### src/rtl/instruction_fetch_unit.sv
// Fetch stage: owns the PC, presents it to instruction memory and buffers {pc, instr} pairs for decode.
// Build macro FETCH_PERF_CNT_EN enables the saturating accepted-fetch counter on fetch_count.
module instruction_fetch_unit #(
    parameter int                    DATA_WIDTH = 64,
    parameter logic [DATA_WIDTH-1:0] RESET_PC   = {DATA_WIDTH{1'b0}},
    parameter int                    FIFO_DEPTH = 4
) (
    input  logic                  clk,
    input  logic                  rst,
    output logic [DATA_WIDTH-1:0] mem_addr,
    input  logic [DATA_WIDTH-1:0] mem_instr,
    input  logic                  redirect_valid,
    input  logic [DATA_WIDTH-1:0] redirect_pc,
    output logic                  out_valid,
    input  logic                  out_ready,
    output logic [DATA_WIDTH-1:0] out_pc,
    output logic [DATA_WIDTH-1:0] out_instr,
    output logic                  halted,
    output logic [31:0]           fetch_count
);
    localparam int AW = $clog2(FIFO_DEPTH);
    localparam int CW = AW + 1;
    localparam logic [CW-1:0] DEPTH_C = CW'(FIFO_DEPTH);

    logic [DATA_WIDTH-1:0] pc_r;
    logic [DATA_WIDTH-1:0] pc_mem_r    [FIFO_DEPTH];
    logic [DATA_WIDTH-1:0] instr_mem_r [FIFO_DEPTH];
    logic [AW-1:0]         head_r;
    logic [AW-1:0]         tail_r;
    logic [CW-1:0]         count_r;
    logic                  halted_r;

    logic out_valid_s;
    logic pop_s;
    logic push_ok_s;
    logic zero_word_s;
    logic push_s;
    logic halt_s;

    // Handshake, push gating and head-entry output selection
    always_comb begin
        out_valid_s = (count_r != {CW{1'b0}});
        pop_s       = out_valid_s & out_ready;
        // A pop in the same edge frees a slot, so a full FIFO can still accept
        push_ok_s   = ~halted_r & ((count_r < DEPTH_C) | pop_s);
        zero_word_s = (mem_instr[31:0] == 32'h0000_0000);
        push_s      = ~redirect_valid & push_ok_s & ~zero_word_s;
        halt_s      = ~redirect_valid & push_ok_s & zero_word_s;
        if (out_valid_s) begin
            out_pc    = pc_mem_r[head_r];
            out_instr = instr_mem_r[head_r];
        end else begin
            out_pc    = {DATA_WIDTH{1'b0}};
            out_instr = {DATA_WIDTH{1'b0}};
        end
    end

    assign out_valid = out_valid_s;
    assign mem_addr  = pc_r;
    assign halted    = halted_r;

    // PC, FIFO pointers, occupancy and halt state
    always_ff @(posedge clk) begin
        if (rst) begin
            pc_r     <= RESET_PC;
            head_r   <= {AW{1'b0}};
            tail_r   <= {AW{1'b0}};
            count_r  <= {CW{1'b0}};
            halted_r <= 1'b0;
        end else if (redirect_valid) begin
            pc_r     <= redirect_pc;
            head_r   <= {AW{1'b0}};
            tail_r   <= {AW{1'b0}};
            count_r  <= {CW{1'b0}};
            halted_r <= 1'b0;
        end else begin
            if (push_s) begin
                pc_r   <= pc_r + DATA_WIDTH'(3'd4);
                tail_r <= tail_r + AW'(1'b1);
            end
            if (pop_s) begin
                head_r <= head_r + AW'(1'b1);
            end
            if (halt_s) begin
                halted_r <= 1'b1;
            end
            case ({push_s, pop_s})
                2'b10:   count_r <= count_r + CW'(1'b1);
                2'b01:   count_r <= count_r - CW'(1'b1);
                default: count_r <= count_r;
            endcase
        end
    end

    // Entry storage; stale contents are masked by the pointers after reset or flush
    always_ff @(posedge clk) begin
        if (push_s) begin
            pc_mem_r[tail_r]    <= pc_r;
            instr_mem_r[tail_r] <= mem_instr;
        end
    end

`ifdef FETCH_PERF_CNT_EN
    logic [31:0] fetch_count_r;

    // Saturating push counter; only reset clears it, redirects do not
    always_ff @(posedge clk) begin
        if (rst) begin
            fetch_count_r <= 32'h0000_0000;
        end else if (push_s && (fetch_count_r != 32'hFFFF_FFFF)) begin
            fetch_count_r <= fetch_count_r + 32'h0000_0001;
        end
    end

    assign fetch_count = fetch_count_r;
`else
    assign fetch_count = 32'h0000_0000;
`endif

endmodule

### config.mk
export PLATFORM = sky130hd
export DESIGN_NAME = instruction_fetch_unit
export DESIGN_NICKNAME = d
export VERILOG_FILES = /design/src/rtl/instruction_fetch_unit.sv
export SDC_FILE = /design/constraint.sdc
export NUM_CORES = 1
export LEC_CHECK = 0
export CAP_MARGIN = 20
export CORE_ASPECT_RATIO = 1.4
export CORE_MARGIN = 2
export CORE_UTILIZATION = 35
export CTS_BUF_LIST = sky130_fd_sc_hd__clkbuf_16
export CTS_CLUSTER_DIAMETER = 80
export DETAILED_ROUTE_END_ITERATION = 16
export SYNTH_ARGS = -nofsm -noshare
export SYNTH_HDL_FRONTEND = slang
export SYNTH_SLANG_ARGS = --single-unit
### constraint.sdc
create_clock -name clk -period 4.98 [get_ports clk]
set_input_delay 0.747 -clock clk [delete_from_list [all_inputs] [get_ports clk]]
set_output_delay 0.747 -clock clk [all_outputs]
set_load 0.05 [all_outputs]
Word level (Yosys, flattened, before mapping) --
Memory sizes are Yosys's and may differ from the RTL's. A register that Yosys moved wholly into a read port is not among the register bits. Cells that the tools add are included. W data, S select, Z words.
Storage, ports and cells: output and inout bits 226, memories kept 2, RAM bits 512, bits in registers 72
Memory list:
- instr_mem_r | words 4, bits a word 64, read ports 1, clocked after memory_dff 1, write ports 1, RTL line 27 | logic [DATA_WIDTH-1:0] instr_mem_r [FIFO_DEPTH];
- pc_mem_r | words 4, bits a word 64, read ports 1, clocked after memory_dff 1, write ports 1, RTL line 26 | logic [DATA_WIDTH-1:0] pc_mem_r [FIFO_DEPTH];
Operators by class: muxes and demuxes 11, bitwise operators 9, order comparisons 1, reductions and logical operators 5, eq/ne operators 2, add/subtract/negate cells 5
Operator list (count):
- $mux W64 | 4
- $add A64 B3 Y64 const B | 1
- $logic_not A32 Y1 | 1
- $mux W2 | 4
- $pmux W3 S2 | 1
- $and A1 B1 Y1 | 5
- $add A2 B1 Y2 const B | 2
- $reduce_bool A2 Y1 | 2
- $add A3 B1 Y3 const B | 1
- $lt A3 B3 Y1 const B | 1
- $not A1 Y1 | 3
- $reduce_bool A3 Y1 | 1
- $sub A3 B1 Y3 const B | 1
- $eq A2 B1 Y1 const B | 1
- $eq A2 B2 Y1 const B | 1
- $mux W1 | 2
- $reduce_or A2 Y1 | 1
- $or A1 B1 Y1 | 1

Longest topological paths before layout --
Gate-level depths: netlist of the first run.
word-level depth 8, gate-level depth with buffers 10, gate-level depth less buffers 9

Worst setup path after synthesis of the first run --
OpenSTA, ideal clock, no wires.
path type input -> register, from input mem_instr[16], to memory instr_mem_r[0][0], enable pin, library setup time 0.503 ns, path slack -0.281 ns, stages 6, data arrival time 4.758 ns, cell sequence nor4_1 nand4_1 clkbuf_1 o21a_1 clkbuf_1 and3_1
On the way: word-level cells in the longest chain between the ends 5
RTL lines:
- start, declared | RTL line 11 | input logic [DATA_WIDTH-1:0] mem_instr,
- $logic_not A32 Y1 | RTL line 46 | zero_word_s = (mem_instr[31:0] == 32'h0000_0000);
- $not A1 Y1 | RTL line 47 | push_s = ~redirect_valid & push_ok_s & ~zero_word_s;
- $and A1 B1 Y1 | RTL line 47
- $mux W1 | RTL line 97 | if (push_s) begin
- $mux W1 (implied by the code) | RTL line 99 | instr_mem_r[tail_r] <= mem_instr;
- end, declared | RTL line 27
No other way between the ends.

==> results of run 1 <==
-- registers in the layout, summed over array words and instances, names as in the netlist, named ones only --
register     cells
halted           1
head_r           2
tail_r           2
pc_mem_r       256
count_r          3
mem_addr        64
instr_mem_r    256
-- worst max-delay path: cells and delay by family, from the launching register on --
| family | cells | cell delay (ns) |
|---|---|---|
| multiplexers | 1 | 0.61 |
| flip-flops | 1 | 0.84 |
| AND/OR/NAND/NOR | 1 | 0.18 |
| buffers and inverters | 2 | 1.10 |
-- final cells by class --
type	count	area share
Sequential cell	586	0.557
Multi-Input combinational cell	738	0.224
Timing Repair Buffer	352	0.119
Clock buffer	59	0.0487
Tap cell	920	0.0380
Clock inverter	45	0.0118
Inverter	17	0.00211
-- logic make-up after synthesis --
kind of cell	Yosys count	synth area share
buffers and inverters	130	0.0255
and+or+nand+nor	424	0.103
adders and majority gates	7	0.00394
xor gates and xnor gates	11	0.00400
AOI/OAI and AO/OA	131	0.0426
muxes	133	0.122
other	1	0.000156
DFF	586	0.699
-- power breakdown --
| group | total [uW] | leakage, uW | internal, uW | switching (uW) |
|---|---|---|---|---|
| logic | 1200 | 0.00327 | 442 | 755 |
| registers | 5650 | 0.00539 | 5520 | 138 |
| clock network | 4270 | 0.000949 | 2400 | 1870 |
-- layout by cell type (no fill, tap or decap), types with 7 or more instances in the layout --
master / count
clkbuf_16: 59
a311oi_1: 23
a2111oi_0: 7
mux4_2: 128
a211oi_1: 7
edfxtp_1: 512
inv_1: 28
dfxtp_1: 72
o311ai_0: 10
or3_1: 10
clkinv_1: 8
buf_12: 12
conb_1: 32
and3_1: 14
clkdlybuf4s50_1: 323
clkinv_2: 11
a31oi_1: 12
nor3_1: 10
or4_1: 21
nand3_1: 25
and2_1: 134
buf_4: 15
xor2_1: 7
o21ai_0: 19
o211ai_1: 8
nor4_1: 26
nor2b_1: 8
nand4_1: 29
nor2_1: 65
nand2_1: 46
o31ai_1: 11
-- per-stage QoR --
step / power (uW) / utilization / cells / instance area (um2) / hold slack, ns
floorplan: 6450 / - / 1454 / 24200 / 0.462
global placement: 6950 / 0.419 / 2613 / 28500 / 0.478
detailed placement: 6970 / 0.419 / 2613 / 28500 / 0.491
CTS: 11300 / 0.446 / 2717 / 30300 / 0.500
global route: 11500 / 0.446 / 2717 / 30300 / 0.541
finish: 11100 / 0.446 / 2717 / 30300 / 0.511
-- routing by layer --
| metal | vias up | track usage | wire, um |
|---|---|---|---|
| li1 | 6332 | - | - |
| met1 | 7406 | 0.238 | 26800 |
| met2 | 519 | 0.317 | 33500 |
| met3 | 80 | 0.0349 | 4320 |
| met4 | 0 | 0.0453 | 1320 |
| met5 | - | 0 | 0 |
-- final timing paths --
check	slack, ns	endpoint	start
max	0.80	out_pc[27]	flip-flop
min	0.51	tail_r[1]$_SDFFE_PP0P_	tail_r[1]$_SDFFE_PP0P_
max reg2reg	1.59	mem_addr[55]$_SDFFE_PP0P_	mem_addr[4]$_SDFFE_PP0P_
min reg2reg	0.51	tail_r[1]$_SDFFE_PP0P_	tail_r[1]$_SDFFE_PP0P_
==> flow_summary.ini, run 1 <==
[status]
run_status = finished, final reports clean

[sta]
fin_skew_ns = 0.0197
relSlewSlack = 0.321
grt_setup_unrepaired = no
hold_viol_final = 0
finalSetupViolations = 0
setup_ws_ns = 0.802
maxSlewViolCount = 0
tns_ns = 0
max_clock_freq_ghz = 0.239
min_period_ns = 4.18
fin_crit_sh = 0.839
tightest_slew_ns = 1.02

[critical_path]
r2r_cells = 5
cp-end-kind = output port
path_cells = buf_12, mux4_2, and2_1, clkdlybuf4s50_1
crit_slowest_cell = dfxtp_4
cpPeakStageDelay_ns = 0.84
cp.arrival_ns = 3.43
critPathLaunchType = flip-flop
crit_type = flip-flop to output port
crit_path_max_fanout = 43
crit_required_ns = 4.23

[hold_path]
worstHoldPathType = flip-flop to flip-flop
hold_path_depth = 2

[pwr]
vdd_ir_drop_max_mv = 0.275
p_per_area_nw_per_um2 = 367
p_leak_uw = 0.00961

[layout]
synthToLayoutAreaGrowth_pct = 25.7
drive_gt1_frac = 0.150
register_area_um2 = 16900
nets = 1891
antenna_cells = 0
fillerInstances = 5911
multiInputGateArea_um2 = 6790

[place]
port_buffers = 325
place_ws_ns = 0.902
dpl.hpwl_um = 42500
place_congestion = 0.867

[yosys]
synth_top_area_share = 0.638
syn-cell-area_um2 = 24100
synth.most_common_cell = edfxtp_1
synth_warnings = 0
synth_area_leaders = edfxtp_1, mux4_2, dfxtp_1
synth.largest_area_cell = edfxtp_1
synth-seq-cells = 586
synth_area_per_cell_um2 = 16.9
synth_cell_types = 65
synthArstFlopShare = 0
ys_top_cells_by_count = edfxtp_1, and2_1, mux4_2
synth_seq_area_share = 0.699
syn-instance-count = 1423
synth_edf_count = 512
synthFlopType = edfxtp_1

[route]
drt_iter0_drc = 1218
ant_nets = 0
via_count = 14300
drc = 0
via_per_inst = 5.28
wl_um = 66000
dr.pass1.iters = 5
wl_per_cell_um = 24.3

[clocking]
clkSlewWorstSetupHoldPaths_ns = 0.06
cts_hold_buf = 0
htree_levels = 2
post_cts_resized = 0
root_buffer = clkbuf_16
cts_buffer_depth = 3
clock-sinks = 586
cts_tree = built
numCtsBuffers = 57
postCtsSetupBuffers = 0
clk_latency_ns = 0.62

[floorplanning]
rows = 113
fp.dieW_um = 226
core_um2 = 68000
die_height_um = 315
die-area_um2 = 71000
initial_utilization = 0.355
pin_count = 358

[job]
cap_violations = 0

[global_route]
antenna_found_initial = 3
grt_pass1_wl_um = 96400
grt_max_degree = 73
grt_usage = 0.183
grt-ovfl-total = 0
grt_pass1_vias = 14500
(Power assumes the default switching activity.)
==> run 2: changes to the inputs <==
Clock period 4.98 ns to 4.2 ns, I/O delays scaled along.
==> flow_summary.ini, run 2 (same netlist as run 1, synthesis figures left out) <==
[layout]
utilization = 0.446
final_cell_mix = edfxtp_1, clkdlybuf4s50_1, and2_1
drive_gt1_frac = 0.151
nets = 1904
synthToLayoutAreaGrowth_pct = 25.8
final_common_cell = edfxtp_1
stdcell_count = 2728

[critical_path]
path_cells = buf_4, mux4_2, and2_1, clkdlybuf4s50_1
critPathLaunchType = flip-flop
cpPeakStageDelay_ns = 0.70
crit_required_ns = 3.57
crit_type = flip-flop to output port
cp-end-kind = output port
reg2reg_slack_ns = 1.01
crit_family = buffers and inverters
cp.arrival_ns = 3.04
reg2reg_from = mem_addr[3]$_SDFFE_PP0P_
crit_path_max_fanout = 24
critical_path_buf_inv_count = 2
crit_slowest_cell = clkdlybuf4s50_1

[pwr]
swShare = 0.246
power_frac_comb = 0.112
power.switching_uw = 3180
clockPowerShare = 0.372
p_seq_frac = 0.516
p_per_area_nw_per_um2 = 427
internal_power_uw = 9760
vdd_ir_drop_max_mv = 0.307
p_leak_uw = 0.00963
power_uw = 12900

[floorplanning]
die_height_um = 315
pin_count = 358
fp.dieW_um = 226
core_um2 = 68000
initial_utilization = 0.355
die-area_um2 = 71000
rows = 113

[sta]
tns_ns = 0
grt_setup_unrepaired = no
min_period_ns = 3.67
tightest_slew_ns = 0.768
max_clock_freq_ghz = 0.272
hold_viol_final = 0
relSlewSlack = 0.484
maxSlewViolCount = 0
fin_skew_ns = 0.0124
hold_slack_ns = 0.484
fin_crit_sh = 0.874
finalSetupViolations = 0

[route]
drt_iter0_drc = 1299
via_count = 14400
ant_nets = 0
drc = 0
via_per_inst = 5.27
dr.pass1.iters = 6
wl_um = 65100
wl_per_cell_um = 23.9

[clocking]
postCtsSetupBuffers = 0
clkSlewWorstSetupHoldPaths_ns = 0.06
cts_buffer_depth = 3
clock-sinks = 586
clk_latency_ns = 0.60
numCtsBuffers = 56
post_cts_resized = 0
htree_levels = 2
root_buffer = clkbuf_16
cts_hold_buf = 0
cts_tree = built

[place]
placed_cells = 2627
dpl.hpwl_um = 42600
place_congestion = 0.835
port_buffers = 325

[global_route]
antenna_found_initial = 7
grt-ovfl-total = 0
grt_pass1_vias = 14500
grt_pass1_wl_um = 95500
grt_max_degree = 68
grt_usage = 0.182

[hold_path]
worstHoldPathType = input pin to flip-flop
worstHoldStart = rst

[job]
cap_violations = 0

[status]
run_status = finished, final reports clean
==> run 2: power groups by stage <==
| stage | combinational [uW] | sequential, uW | clock, uW |
|---|---|---|---|
| floorplan | 743 | 6900 | 0 |
| global placement | 1460 | 6790 | 0 |
| detailed placement | 1470 | 6810 | 0 |
| CTS | 1470 | 6680 | 4930 |
| global route | 1530 | 6700 | 5140 |
| finish | 1450 | 6680 | 4810 |
==> run 2: area by class of cell <==
cell class	count	area, um2
inverter	17	63.8
timing repair buffer	366	3740
antenna	3	7.51
fill	5975	37700
multi-input combinational	738	6790
sequential	586	16900
clock inverter	41	287
tap	920	1150
clock buffer	57	1430
==> run 2: path summary, 6_finish.rpt <==
check                           depth (start not counted)                        end
worst max register to register                          6  mem_addr[44]$_SDFFE_PP0P_
worst max-delay path                                    4              out_instr[37]
worst min register to register                          2     tail_r[1]$_SDFFE_PP0P_
worst min-delay path                                    2  mem_addr[35]$_SDFFE_PP0P_
==> run 2: routing by layer <==
layer  GRT usage  part of all wire
met5           0           0.00025
met4      0.0617             0.030
met3      0.0360             0.067
met2       0.303              0.50
met1       0.237              0.41
==> run 2: through the flow <==
stage          worst slack, ns  cell area (um2)
2_1_floorplan            0.508            24200
3_3_place_gp            0.0934            28600
3_5_place_dp            0.0813            28600
4_1_cts                  0.424            30300
5_1_grt                  0.363            30300
6_report                 0.528            30300
==> run 2: worst reg2reg max path, stage by stage, from the launching register on <==
cell,delay [ns]
dfxtp_1,0.57
ha_1,0.28
nand3_1,0.34
nor4_4,0.70
o2111ai_4,0.36
or4_1,0.53
a311oi_1,0.29
